===== src/rtl/centroid_div_sched_pkg.sv =====
// Shared types and defaults for the centroid divide scheduler.
package centroid_div_sched_pkg;

  typedef enum logic [1:0] {
    S_IDLE  = 2'd0,
    S_ISSUE = 2'd1,
    S_DRAIN = 2'd2,
    S_DONE  = 2'd3
  } state_e;

  localparam int K_DEF       = 4;
  localparam int D_DEF       = 2;
  localparam int SUM_W_DEF   = 20;
  localparam int CNT_W_DEF   = 12;
  localparam int DIV_LAT_DEF = 24;

  // Index width that never collapses to zero bits.
  function automatic int idx_w(input int n);
    return (n > 1) ? $clog2(n) : 1;
  endfunction

  localparam int IDX_W_DEF = idx_w(K_DEF * D_DEF);

endpackage


===== src/rtl/centroid_div_sched_tag_pipe.sv =====
// cds_tag_pipe: fixed-depth delay line for per-slot tags, advanced every
// cycle so that it stays aligned with an external fixed-latency divider.
module cds_tag_pipe #(
  parameter int DEPTH = 24,
  parameter int W     = 4
) (
  input  logic         clk,
  input  logic         sclr,
  input  logic         in_vld,
  input  logic [W-1:0] in_data,
  output logic         out_vld,
  output logic [W-1:0] out_data,
  output logic         tail_only
);

  logic [DEPTH-1:0]        vld_d, vld_q;
  logic [DEPTH-1:0][W-1:0] dat_d, dat_q;

  // Shift one stage per cycle; stage 0 takes the new slot.
  always_comb begin
    vld_d    = '0;
    dat_d    = '0;
    vld_d[0] = in_vld;
    dat_d[0] = in_data;
    for (int i = 1; i < DEPTH; i++) begin
      vld_d[i] = vld_q[i-1];
      dat_d[i] = dat_q[i-1];
    end
  end

  // Pipe registers; reset empties every slot so in-flight results are dropped.
  always_ff @(posedge clk or posedge sclr) begin
    if (sclr) begin
      vld_q <= '0;
      dat_q <= '0;
    end else begin
      vld_q <= vld_d;
      dat_q <= dat_d;
    end
  end

  // True when nothing but (possibly) the output stage is occupied, i.e. the
  // pipe will be empty after this edge if no new slot enters.
  always_comb begin
    tail_only = 1'b1;
    for (int i = 0; i < DEPTH - 1; i++) begin
      if (vld_q[i]) tail_only = 1'b0;
    end
  end

  assign out_vld  = vld_q[DEPTH-1];
  assign out_data = dat_q[DEPTH-1];

endmodule


===== src/rtl/centroid_div_sched.sv =====
// centroid_div_sched: walks every (cluster, dim) element once per pass, feeds
// sum/count to an external fixed-latency divider and writes the quotients
// back as new centroid coordinates. Empty clusters keep their old centroid.
// Optional: define CENTROID_DIV_ROUND_EN for round-half-up results.
module centroid_div_sched
  import centroid_div_sched_pkg::*;
#(
  parameter int K       = K_DEF,
  parameter int D       = D_DEF,
  parameter int SUM_W   = SUM_W_DEF,
  parameter int CNT_W   = CNT_W_DEF,
  parameter int DIV_LAT = DIV_LAT_DEF
) (
  input  logic                       clk,
  input  logic                       sclr,
  input  logic                       start,
  output logic                       busy,
  output logic                       done,
  output logic [idx_w(K+1)-1:0]      empty_cnt,
  output logic [idx_w(K*D)-1:0]      rd_idx,
  input  logic [SUM_W-1:0]           sum_data,
  input  logic [CNT_W-1:0]           cnt_data,
  output logic [SUM_W-1:0]           div_dividend,
  output logic [CNT_W-1:0]           div_divisor,
  output logic                       div_nd,
  input  logic [SUM_W-1:0]           div_quotient,
  input  logic [CNT_W-1:0]           div_fractional,
  output logic                       cen_we,
  output logic [idx_w(K*D)-1:0]      cen_waddr,
  output logic [SUM_W-1:0]           cen_wdata
);

  localparam int N     = K * D;
  localparam int IDX_W = idx_w(N);
  localparam int EC_W  = idx_w(K + 1);
  localparam int DIM_W = idx_w(D);
  localparam logic [IDX_W-1:0] LAST_IDX = IDX_W'(N - 1);
  localparam logic [DIM_W-1:0] LAST_DIM = DIM_W'(D - 1);
`ifdef CENTROID_DIV_ROUND_EN
  localparam int TAG_W = 1 + IDX_W + CNT_W;
`else
  localparam int TAG_W = 1 + IDX_W;
`endif

  state_e             state_q;
  logic               busy_q, done_q;
  logic [IDX_W-1:0]   rd_idx_d, rd_idx_q;
  logic [DIM_W-1:0]   rd_dim_d, rd_dim_q;
  logic               iss_vld_d, iss_vld_q;
  logic [IDX_W-1:0]   iss_idx_d, iss_idx_q;
  logic               iss_dim0_d, iss_dim0_q;
  logic [EC_W-1:0]    empty_cnt_d, empty_cnt_q;
  logic               cnt_zero;
  logic [TAG_W-1:0]   tag_in, tag_out;
  logic               tag_vld, tag_wr, tail_only;
  logic [IDX_W-1:0]   tag_idx;
  logic [SUM_W-1:0]   result;

  // Control FSM: run the issue walk, wait for the tag pipe to drain, pulse done.
  always_ff @(posedge clk or posedge sclr) begin
    if (sclr) begin
      state_q <= S_IDLE;
      busy_q  <= 1'b0;
      done_q  <= 1'b0;
    end else begin
      done_q <= 1'b0;
      unique case (state_q)
        S_IDLE:  if (start) begin
                   state_q <= S_ISSUE;
                   busy_q  <= 1'b1;
                 end
        S_ISSUE: if (rd_idx_q == LAST_IDX) state_q <= S_DRAIN;
        S_DRAIN: if (!iss_vld_q && tail_only) begin
                   state_q <= S_DONE;
                   done_q  <= 1'b1;
                 end
        S_DONE:  begin
                   state_q <= S_IDLE;
                   busy_q  <= 1'b0;
                 end
        default: state_q <= S_IDLE;
      endcase
    end
  end

  assign cnt_zero = (cnt_data == '0);

  // Read-address walk and issue-stage bookkeeping; memory data arrives one
  // cycle after rd_idx, so the issue stage is the address delayed by one.
  always_comb begin
    rd_idx_d    = rd_idx_q;
    rd_dim_d    = rd_dim_q;
    iss_vld_d   = 1'b0;
    iss_idx_d   = rd_idx_q;
    iss_dim0_d  = (rd_dim_q == '0);
    empty_cnt_d = empty_cnt_q;
    if (state_q == S_IDLE) begin
      if (start) begin
        rd_idx_d    = '0;
        rd_dim_d    = '0;
        empty_cnt_d = '0;
      end
    end else if (state_q == S_ISSUE) begin
      iss_vld_d = 1'b1;
      if (rd_idx_q == LAST_IDX) begin
        rd_idx_d = '0;
        rd_dim_d = '0;
      end else begin
        rd_idx_d = rd_idx_q + IDX_W'(1);
        rd_dim_d = (rd_dim_q == LAST_DIM) ? '0 : rd_dim_q + DIM_W'(1);
      end
    end
    // Each cluster counted once, on its dim-0 element.
    if (iss_vld_q && iss_dim0_q && cnt_zero)
      empty_cnt_d = empty_cnt_q + EC_W'(1);
  end

  // Datapath registers.
  always_ff @(posedge clk or posedge sclr) begin
    if (sclr) begin
      rd_idx_q    <= '0;
      rd_dim_q    <= '0;
      iss_vld_q   <= 1'b0;
      iss_idx_q   <= '0;
      iss_dim0_q  <= 1'b0;
      empty_cnt_q <= '0;
    end else begin
      rd_idx_q    <= rd_idx_d;
      rd_dim_q    <= rd_dim_d;
      iss_vld_q   <= iss_vld_d;
      iss_idx_q   <= iss_idx_d;
      iss_dim0_q  <= iss_dim0_d;
      empty_cnt_q <= empty_cnt_d;
    end
  end

  // Divider operands; an empty cluster still consumes a slot but never
  // presents a zero divisor.
  assign div_nd       = iss_vld_q & ~cnt_zero;
  assign div_dividend = iss_vld_q ? sum_data : '0;
  assign div_divisor  = div_nd ? cnt_data : CNT_W'(1);

`ifdef CENTROID_DIV_ROUND_EN
  logic [CNT_W-1:0] tag_div;
  logic [CNT_W:0]   frac2;
  logic             round_up;
  assign tag_in = {div_nd, iss_idx_q, div_divisor};
  assign {tag_wr, tag_idx, tag_div} = tag_out;
  assign frac2    = {div_fractional, 1'b0};
  assign round_up = (frac2 >= {1'b0, tag_div}) && !(&div_quotient);
  assign result   = div_quotient + SUM_W'(round_up);
`else
  logic unused_frac;
  assign tag_in = {div_nd, iss_idx_q};
  assign {tag_wr, tag_idx} = tag_out;
  assign unused_frac = ^div_fractional;
  assign result = div_quotient;
`endif

  cds_tag_pipe #(
    .DEPTH (DIV_LAT),
    .W     (TAG_W)
  ) u_tag_pipe (
    .clk       (clk),
    .sclr      (sclr),
    .in_vld    (iss_vld_q),
    .in_data   (tag_in),
    .out_vld   (tag_vld),
    .out_data  (tag_out),
    .tail_only (tail_only)
  );

  assign cen_we    = tag_vld & tag_wr;
  assign cen_waddr = cen_we ? tag_idx : '0;
  assign cen_wdata = cen_we ? result : '0;

  assign busy      = busy_q;
  assign done      = done_q;
  assign rd_idx    = rd_idx_q;
  assign empty_cnt = empty_cnt_q;

endmodule


===== config.mk =====
export PLATFORM = sky130hd
export DESIGN_NAME = centroid_div_sched
export DESIGN_NICKNAME = d
export VERILOG_FILES = /design/src/rtl/centroid_div_sched_pkg.sv /design/src/rtl/centroid_div_sched_tag_pipe.sv /design/src/rtl/centroid_div_sched.sv
export SDC_FILE = /design/constraint.sdc
export NUM_CORES = 1
export LEC_CHECK = 0
export ABC_AREA = 1
export BUFFER_PORTS_ARGS = -buffer_cell sky130_fd_sc_hd__buf_4
export CORE_ASPECT_RATIO = 0.6
export CORE_MARGIN = 4
export CORE_UTILIZATION = 54
export DETAILED_ROUTE_END_ITERATION = 12
export HOLD_SLACK_MARGIN = 0.12
export PLACE_DENSITY = 0.84
export SLEW_MARGIN = 10
export SYNTH_ARGS = -nofsm -noshare
export SYNTH_HDL_FRONTEND = slang
export SYNTH_SLANG_ARGS = --single-unit

===== constraint.sdc =====
create_clock -name clk -period 5.6 [get_ports clk]
set_input_delay 0.28 -clock clk [delete_from_list [all_inputs] [get_ports clk]]
set_output_delay 0.28 -clock clk [all_outputs]
set_load 0.01 [all_outputs]

==> flow_summary.json, run 1 <==
{
  "drc_errors": 0,
  "ctsResizeCount": 0,
  "crit_path_end_kind": "output pin",
  "die_w_um": 123,
  "slew_viol_final": 0,
  "synth_edf_count": 0,
  "layout_common_cells": "136 x dfrtp_1, 120 x buf_4, 65 x inv_1, 47 x nor2_1, 43 x nand2_1",
  "critPathMaxFanout": 25,
  "floorplan.rows": 24,
  "min-delay-path-class": "in2reg",
  "clkTransAtPathRegs_ns": 0.06,
  "ir_worst_vdd_mv": 0.405,
  "cts_buffer_depth": 2,
  "synth-compound-area-share": 0.00957,
  "tightest_slew_ns": 0.916,
  "crit_start": "iss_vld_q",
  "synth_nets": 413,
  "synth_top_family_by_area": "simple AND/OR/NAND/NOR gates",
  "cp.required_ns": 5.32,
  "die_area_sq_mm": 0.00953,
  "io_buffers": 119,
  "vias": 2784,
  "synth-simple-area-share": 0.113,
  "synth_top_area_cell": "dfrtp_1",
  "status": "finished clean",
  "drv_cap": 0,
  "synth.distinct_cells": 21,
  "syn2layout_area_growth_pct": 37.6,
  "wirelength_um": 9370,
  "cts_root_buf": "clkbuf_16",
  "crit_type": "reg2out",
  "synth.top_cells.by_area": "dfrtp_1 79%, inv_1 5.7%, nor2_1 4.1%",
  "antenna_found_initial": 0,
  "critPathMaxStageDelay_ns": 0.94,
  "synth.area.mux_share": 0,
  "finalHoldViolCount": 0,
  "postSynthCellCount": 339,
  "syn_area_sq_mm": 0.00431,
  "synth_xor_xnor_area_share": 0.00203,
  "grt_pass1_vias": 3038,
  "clock_latency_ns": 0.41,
  "ant_nets": 0,
  "crit_buf_inv": 1,
  "rsz0062_at_grt": "no",
  "finalSetupViolCount": 0,
  "synthFlopType": "dfrtp_1",
  "synth_seq_cells": 136,
  "fill_cells": 401,
  "critPathTopFamily": "flip-flops",
  "core_sq_mm": 0.00751,
  "synthArstFlopShare": 1.00,
  "cts_made_buffers": 17,
  "rrSetupSlack_ns": 3.89,
  "synth_adder_area_share": 0.0203,
  "final_common_cell": "dfrtp_1",
  "vias_per_cell": 4.71,
  "synth_top_area_frac": 0.789,
  "cts.sinks": 136,
  "fin_nets": 548,
  "cp-endpoint": "div_divisor[0]",
  "worstReg2RegStart": "iss_vld_q",
  "clock.fmax_mhz": 459,
  "start_util": 0.575,
  "grt_first_pass_wirelength_um": 15100,
  "leakage_nw": 3.41,
  "gp_congestion": 0.761,
  "multi_input_area_sq_um": 623,
  "seq_area_sq_mm": 0.00340,
  "power_density_mw_per_mm2": 560,
  "final_util": 0.791,
  "yosysWarnings": 0,
  "post_drt_wl_per_cell_um": 15.9,
  "slew_headroom": 0.389,
  "arrival_ns": 1.90,
  "avgSynthCellArea_sq_um": 12.7,
  "h-tree-depth": 4,
  "fin_crit_ns": 2.18,
  "start_kind": "flop",
  "grt.overflow.total": 0,
  "dr.pass1.iters": 4,
  "setup-tns-final_ns": 0,
  "period_share": 0.389,
  "ios": 132,
  "rr_endpoint": "state_q[1]",
  "tritoncts": "done",
  "die_y_um": 77.2,
  "crit_slowest_cell": "dfrtp_1",
  "cp_cell_sequence": "nand2_4 > or2_1 > buf_4",
  "grt_usage": 0.213,
  "yosysSeqAreaShare": 0.789,
  "grt_max_degree": 77,
  "worstRegToRegCells": 8,
  "fin_worst_skew_ns": 0.00597,
  "drive_gt1_frac": 0.337,
  "dp_hpwl_um": 5380,
  "antenna_cells": 0,
  "path_depth": 3,
  "drtIter0Drc": 115
}
metal layers:
metal | up-vias | track usage | wire length (um)
met3 | 17 | 0.0904 | 799
met1 | 1371 | 0.253 | 3760
li1 | 1266 | - | -
met2 | 130 | 0.351 | 4660
met5 | - | 0 | 0
met4 | 0 | 0.0674 | 155
cells in the mapped netlist, drive strengths merged, types with 2 or more instances:
| cell type | number |
|---|---|
| o21ai | 7 |
| ha | 7 |
| inv | 69 |
| buf | 3 |
| clkbuf | 2 |
| nand3 | 14 |
| dfrtp | 136 |
| nand2 | 46 |
| nor2 | 50 |
logic make-up (layout without fill, tap and decap cells):
family / after synthesis / after routing
fa+ha+maj: 7 / 7
simple gates: 113 / 113
flops: 136 / 136
xor+xnor: 1 / 1
buf+inv: 74 / 222
compound gates: 8 / 8
tightest hold or removal path: stages:
cell,delay (ns)
buf_4,0.09
nor3b_2,0.04
nand3_2,0.12
o21ai_1,0.07
sequential cells by signal, summed over array words and instances (netlist names), 2 cells and up:
register and count:
u_tag_pipe.out_data 4, state_q 2, u_tag_pipe.dat_d 92, rd_idx 3, u_tag_pipe.vld_q 24, iss_idx_q 3
empty_cnt 3
stage by stage:
stage                     cell area [sq um]  setup slack [ns]  hold slack [ns]  instances  power (mW)
after floorplan                        4310              1.68            0.331        339        1.85
after global placement                 5320              3.80            0.333        558        2.10
after detailed placement               5320              3.71            0.335        558        2.16
after CTS                              5930              3.44            0.222        591        3.35
after global routing                   5930              3.30            0.254        591        3.50
final                                  5930              3.42            0.233        591        3.32
area by class of cell:
class | instances | share of cell area
sequential | 136 | 0.573
timing repair buffer | 121 | 0.153
multi-input combinational | 129 | 0.105
clock buffer | 20 | 0.0770
inverter | 69 | 0.0441
clock inverter | 12 | 0.0251
tap | 104 | 0.0219
what timing repair did:
item,4_1_cts,5_1_grt
hold buffers,1,0
buffers inserted,0,0
endpoints found under the hold margin,60,0
worst min path at each step:
stage	start	to	depth (start not counted)
floorplan	u_tag_pipe.dat_d[6]	u_tag_pipe.dat_d[10]	0
global placement	u_tag_pipe.dat_d[7]	u_tag_pipe.dat_d[11]	0
detailed placement	u_tag_pipe.dat_d[16]	u_tag_pipe.dat_d[20]	0
CTS	cnt_data[11]	empty_cnt[1]	4
global route	cnt_data[10]	empty_cnt[1]	4
finish	cnt_data[11]	empty_cnt[1]	4
power by group:
part	switching (mW)	total (mW)	leakage (nW)	internal, mW
registers	0.209	1.61	1.78	1.40
logic	0.339	0.588	1.33	0.249
clock network	0.402	1.12	0.300	0.722
total	0.950	3.32	3.41	2.37
(Power assumes the default switching activity.)
==> run 2, diff against run 1 <==
--- a/config.mk
+++ b/config.mk
@@ -5,14 +5,14 @@
 export SDC_FILE = /design/constraint.sdc
 export NUM_CORES = 1
 export LEC_CHECK = 0
-export ABC_AREA = 1
+export ABC_AREA = 0
 export BUFFER_PORTS_ARGS = -buffer_cell sky130_fd_sc_hd__buf_4
 export CORE_ASPECT_RATIO = 0.6
 export CORE_MARGIN = 4
-export CORE_UTILIZATION = 54
+export CORE_UTILIZATION = 50
 export DETAILED_ROUTE_END_ITERATION = 12
 export HOLD_SLACK_MARGIN = 0.12
-export PLACE_DENSITY = 0.84
+export PLACE_DENSITY = 0.79
 export SLEW_MARGIN = 10
 export SYNTH_ARGS = -nofsm -noshare
 export SYNTH_HDL_FRONTEND = slang
==> constraint.sdc (replaced) <==
create_clock -name clk -period 2.26 [get_ports clk]
set_input_delay 0.113 -clock clk [delete_from_list [all_inputs] [get_ports clk]]
set_output_delay 0.113 -clock clk [all_outputs]
set_load 0.01 [all_outputs]
==> flow_summary.json, run 2 <==
{
  "critPathMaxFanout": 3,
  "setup-tns-final_ns": 0,
  "ir_worst_vdd_mv": 0.819,
  "synth_top_area_frac": 0.800,
  "avgSynthCellArea_sq_um": 15.8,
  "worstRegToRegCells": 6,
  "drc_errors": 0,
  "status": "finished clean",
  "clock.fmax_mhz": 462,
  "synth.distinct_cells": 29,
  "finalSetupViolCount": 0,
  "vias": 2571,
  "die_y_um": 79.5,
  "grt_first_pass_wirelength_um": 13300,
  "synth_nets": 344,
  "power_density_mw_per_mm2": 1270,
  "fin_nets": 487,
  "synth_top_area_cell": "dfrtp_1",
  "h-tree-depth": 4,
  "post_drt_wl_per_cell_um": 15.1,
  "drtIter0Drc": 140,
  "synth.top_cells.by_area": "dfrtp_1 80%, and2_1 4.9%, and3_1 3.4%",
  "leakage_nw": 3.14,
  "drive_gt1_frac": 0.376,
  "rsz0062_at_grt": "no",
  "grt_pass1_vias": 2806,
  "tightest_slew_ns": 0.470,
  "yosysWarnings": 0,
  "synth_most_common_cell": "dfrtp_1",
  "fin_worst_skew_ns": 0.00788,
  "largest_register_ffs": 92,
  "slew_viol_final": 0,
  "antenna_cells": 0,
  "ios": 132,
  "crit_type": "in2out",
  "post_cts_buffers": 0,
  "placed_area_sq_mm": 0.00531,
  "antenna_found_initial": 0,
  "fill_cells": 501,
  "synth_edf_count": 0,
  "syn_area_sq_mm": 0.00425,
  "clkTransAtPathRegs_ns": 0.05,
  "synthFlopType": "dfrtp_1",
  "holdPathStages": 4,
  "io_buffers": 119,
  "synthTopCellsByCount": "136 x dfrtp_1, 33 x and2_1, 23 x and3_1",
  "start_kind": "primary input",
  "layout_common_cells": "136 x dfrtp_1, 121 x buf_4, 32 x and2_1, 23 x and3_1, 17 x clkbuf_16",
  "synthArstFlopShare": 1.00,
  "synth_seq_cells": 136,
  "min-delay-path-class": "in2reg",
  "ant_nets": 0,
  "dp_hpwl_um": 5270,
  "grt.overflow.total": 0,
  "gp_congestion": 0.773,
  "start_util": 0.527,
  "final_common_cell": "dfrtp_1",
  "dr.pass1.iters": 4,
  "yosysSeqAreaShare": 0.800,
  "core_sq_mm": 0.00807,
  "period_share": 0.957,
  "vias_per_cell": 4.82,
  "syn2layout_area_growth_pct": 39.8,
  "grt_usage": 0.174,
  "stdcell_area_sq_mm": 0.00595,
  "postSynthCellCount": 270,
  "cts_root_buf": "clkbuf_16",
  "tritoncts": "done",
  "grt_max_degree": 82,
  "wirelength_um": 8070,
  "die_w_um": 127,
  "cts.sinks": 136,
  "floorplan.rows": 25,
  "fin_crit_ns": 2.16,
  "clock_latency_ns": 0.40,
  "drv_cap": 0,
  "cp.required_ns": 2.15,
  "die_area_sq_mm": 0.0101,
  "finalHoldViolCount": 0,
  "cts_made_buffers": 17,
  "slew_headroom": 0.687,
  "crit_path_end_kind": "output pin",
  "cts_buffer_depth": 2,
  "arrival_ns": 2.05
}
==> run 2: layer usage <==
layer	GRT usage	up-vias	routed length, um
met5	0	-	0
met4	0.0739	0	96
met3	0.0675	11	655
met2	0.283	100	3940
met1	0.209	1272	3370
li1	-	1188	-
==> run 2: final cells by class <==
| class | count | area, sq um | share of cell area |
|---|---|---|---|
| flip-flops and latches | 136 | 3400 | 0.572 |
| repair buffers | 132 | 1040 | 0.175 |
| multi-input cells | 119 | 802 | 0.135 |
| clock buffers | 24 | 492 | 0.0827 |
| well taps | 108 | 135 | 0.0227 |
| clock inverters | 7 | 43.8 | 0.00736 |
| inverters | 7 | 30.0 | 0.00505 |
==> run 2: report_power, final <==
group | leakage [nW] | switching [mW] | internal (mW)
sequential | 1.79 | 0.412 | 3.35
clock | 0.262 | 0.931 | 1.51
combinational | 1.09 | 0.684 | 0.651
total | 3.14 | 2.03 | 5.51
==> run 2: stage by stage <==
stage | setup WS, ns | hold WS [ns] | instances | util | power, mW
final | 0.0967 | 0.145 | 533 | 0.737 | 7.54
after global routing | 0.0357 | 0.172 | 533 | 0.737 | 7.96
after CTS | 0.0479 | 0.121 | 533 | 0.736 | 7.61
after detailed placement | 0.476 | 0.137 | 493 | 0.658 | 5.10
after global placement | 0.562 | 0.126 | 493 | 0.658 | 4.97
after floorplan | 0.454 | 0.202 | 270 | - | 4.40
==> run 2: repair_timing <==
action / 4_1_cts / 5_1_grt
resized for setup: 0 / 3
setup endpoints to repair: 0 / 3
hold buffers: 9 / 0
endpoints found under the hold margin: 61 / 0
==> run 2: logic make-up after synthesis <==
family / count (synthesis) / share of synthesized area
muxes: 5 / 0.0124
AOI/OAI and AO/OA: 12 / 0.0182
xor gates and xnor gates: 1 / 0.00206
buffers and inverters: 15 / 0.0132
DFF: 136 / 0.800
adders and majority gates: 7 / 0.0206
and+or+nand+nor: 94 / 0.134
==> run 2: worst max-delay path: stages <==
cell,delay (ns)
dlygate4sd3_1,0.53
buf_4,0.13
or4_4,0.52
or3_1,0.40
and2_4,0.18
nand2b_2,0.06
buf_4,0.11
==> run 2: worst paths after layout <==
check / end / slack [ns] / from
max: div_divisor[0] / 0.1 / cnt_data[0]
min: empty_cnt[0] / 0.14 / cnt_data[3]
min reg2reg: u_tag_pipe.dat_d[78] / 0.34 / u_tag_pipe.dat_d[74]
max reg2reg: state_q[1] / 0.40 / state_q[1]
max in group asynchronous: empty_cnt[2] / 1.27 / sclr
min in group asynchronous: u_tag_pipe.dat_d[70] / 0.28 / sclr
==> run 3, diff against run 2 <==
--- a/config.mk
+++ b/config.mk
@@ -10,9 +10,11 @@
 export CORE_ASPECT_RATIO = 0.6
 export CORE_MARGIN = 4
 export CORE_UTILIZATION = 50
+export CTS_CLUSTER_DIAMETER = 30
 export DETAILED_ROUTE_END_ITERATION = 12
 export HOLD_SLACK_MARGIN = 0.12
 export PLACE_DENSITY = 0.79
+export RECOVER_POWER = 50
 export SLEW_MARGIN = 10
 export SYNTH_ARGS = -nofsm -noshare
 export SYNTH_HDL_FRONTEND = slang
==> flow_summary.json, run 3 (synthesized netlist as in run 2, its figures left out) <==
{
  "pwr-share-comb": 0.177,
  "crit_slowest_cell": "dlygate4sd3_1",
  "post_drt_wl_per_cell_um": 15.1,
  "arrival_ns": 2.05,
  "clock_latency_ns": 0.40,
  "critPathMaxStageDelay_ns": 0.53,
  "dr.pass1.iters": 4,
  "cts_root_buf": "clkbuf_16",
  "grt_max_degree": 82,
  "tightest_slew_ns": 0.917,
  "cp_common_cell": "buf_4",
  "finalHoldViolCount": 0,
  "internal_power_mw": 5.51,
  "ios": 132,
  "antenna_cells": 0,
  "period_share": 0.957,
  "start_util": 0.527,
  "slew_viol_final": 0,
  "vias": 2574,
  "drc_errors": 0,
  "ir_worst_vdd_mv": 0.819,
  "grt_first_pass_wirelength_um": 13300,
  "rr_endpoint": "state_q[1]",
  "total_power_mw": 7.53,
  "fin_worst_skew_ns": 0.00564,
  "switching_share": 0.269,
  "clkTransAtPathRegs_ns": 0.05,
  "power_density_mw_per_mm2": 1270,
  "cp-endpoint": "div_divisor[0]",
  "cp_cell_sequence": "dlygate4sd3_1 > buf_4 > or4_4 > or3_1 > and2_4 > nand2b_2 > buf_4",
  "net-switching-power_mw": 2.03,
  "cts_buffer_depth": 2,
  "floorplan.rows": 25,
  "setup-tns-final_ns": 0,
  "drv_cap": 0,
  "cts_made_buffers": 17,
  "gp_congestion": 0.773,
  "crit_start": "cnt_data[0]",
  "worstRegToRegCells": 6,
  "grt_pass1_vias": 2806,
  "post_cts_buffers": 0,
  "die_y_um": 79.5,
  "drtIter0Drc": 137,
  "tritoncts": "done",
  "die_w_um": 127,
  "die_area_sq_mm": 0.0101,
  "wirelength_um": 8070,
  "leakage_nw": 3.13,
  "clock.fmax_mhz": 462,
  "layout_common_cells": "136 x dfrtp_1, 120 x buf_4, 32 x and2_1, 23 x and3_1, 17 x clkbuf_16",
  "core_sq_mm": 0.00807,
  "seqPwrFrac": 0.500,
  "antenna_found_initial": 0,
  "rrSetupSlack_ns": 0.40,
  "grt.overflow.total": 0,
  "final_common_cell": "dfrtp_1",
  "dp_hpwl_um": 5270,
  "ant_nets": 0,
  "largest_register_ffs": 92,
  "grt_usage": 0.174,
  "drive_gt1_frac": 0.374,
  "min-delay-path-class": "in2reg",
  "finalSetupViolCount": 0,
  "fin_crit_ns": 2.16,
  "cp.required_ns": 2.15,
  "fin_nets": 487,
  "h-tree-depth": 4,
  "p_clk_frac": 0.324,
  "rsz0062_at_grt": "no",
  "vias_per_cell": 4.83,
  "worstReg2RegStart": "state_q[1]",
  "status": "finished clean",
  "cts.sinks": 136,
  "start_kind": "primary input",
  "crit_path_end_kind": "output pin",
  "slew_headroom": 0.388,
  "io_buffers": 119,
  "syn2layout_area_growth_pct": 39.3,
  "critPathMaxFanout": 3,
  "crit_type": "in2out"
}
run 3: cell types whose count changed in the layout (fill, tap and decap cells not counted):
cell,change
buf_4,-1
clkbuf_1,+1
clkinvlp_2,+1
clkinvlp_4,-1
buf_12,-1
clkbuf_2,+1
run 3: power groups by stage:
stage	Clock [mW]	Sequential, mW	Combinational (mW)
after global routing	2.60	3.88	1.48
after detailed placement	0	3.80	1.30
after CTS	2.48	3.78	1.34
after floorplan	0	3.63	0.765
final	2.44	3.76	1.33
after global placement	0	3.73	1.24
run 3: critical path, delay by kind of cell:
kind	cells	cell delay (ns)
AND/OR/NAND/NOR	4	1.16
buffers and inverters	3	0.77
run 3: stage by stage:
stage / hold WS (ns) / instances / worst slack [ns] / instance area [sq um] / utilization
after floorplan: 0.202 / 270 / 0.454 / 4260 / -
after global placement: 0.126 / 493 / 0.562 / 5310 / 0.658
after detailed placement: 0.137 / 493 / 0.476 / 5310 / 0.658
after CTS: 0.121 / 533 / 0.0479 / 5940 / 0.736
after global routing: 0.172 / 533 / 0.0357 / 5930 / 0.734
final: 0.145 / 533 / 0.0968 / 5930 / 0.734
run 3: repair_timing:
item                                    in CTS  in global routing
endpoints found under the setup margin       0                  3
endpoints found under the hold margin       61                  0
hold buffers                                 9                  0
resized for setup                            0                  3
run 3: worst min path at each step:
stage / end / start / depth (start not counted)
final: empty_cnt[0] / cnt_data[3] / 4
after global routing: empty_cnt[0] / cnt_data[3] / 4
after CTS: empty_cnt[0] / cnt_data[3] / 4
after detailed placement: u_tag_pipe.dat_d[68] / sclr / 2
after global placement: u_tag_pipe.dat_d[68] / sclr / 2
after floorplan: rd_dim_q / start / 1
run 3: layout make-up:
class | instances | area (sq um)
sequential | 136 | 3400
fill | 505 | 2140
timing repair buffer | 132 | 1020
multi-input combinational | 119 | 802
clock buffer | 24 | 492
tap | 108 | 135
clock inverter | 7 | 43.8
inverter | 7 | 27.5
run 3: metal layers:
metal  vias to the layer above  track usage  wire, um
li1                       1186            -         -
met1                      1278        0.209      3350
met2                       100        0.283      3950
met3                        10       0.0675       677
met4                         0       0.0739        86
met5                         -            0         0
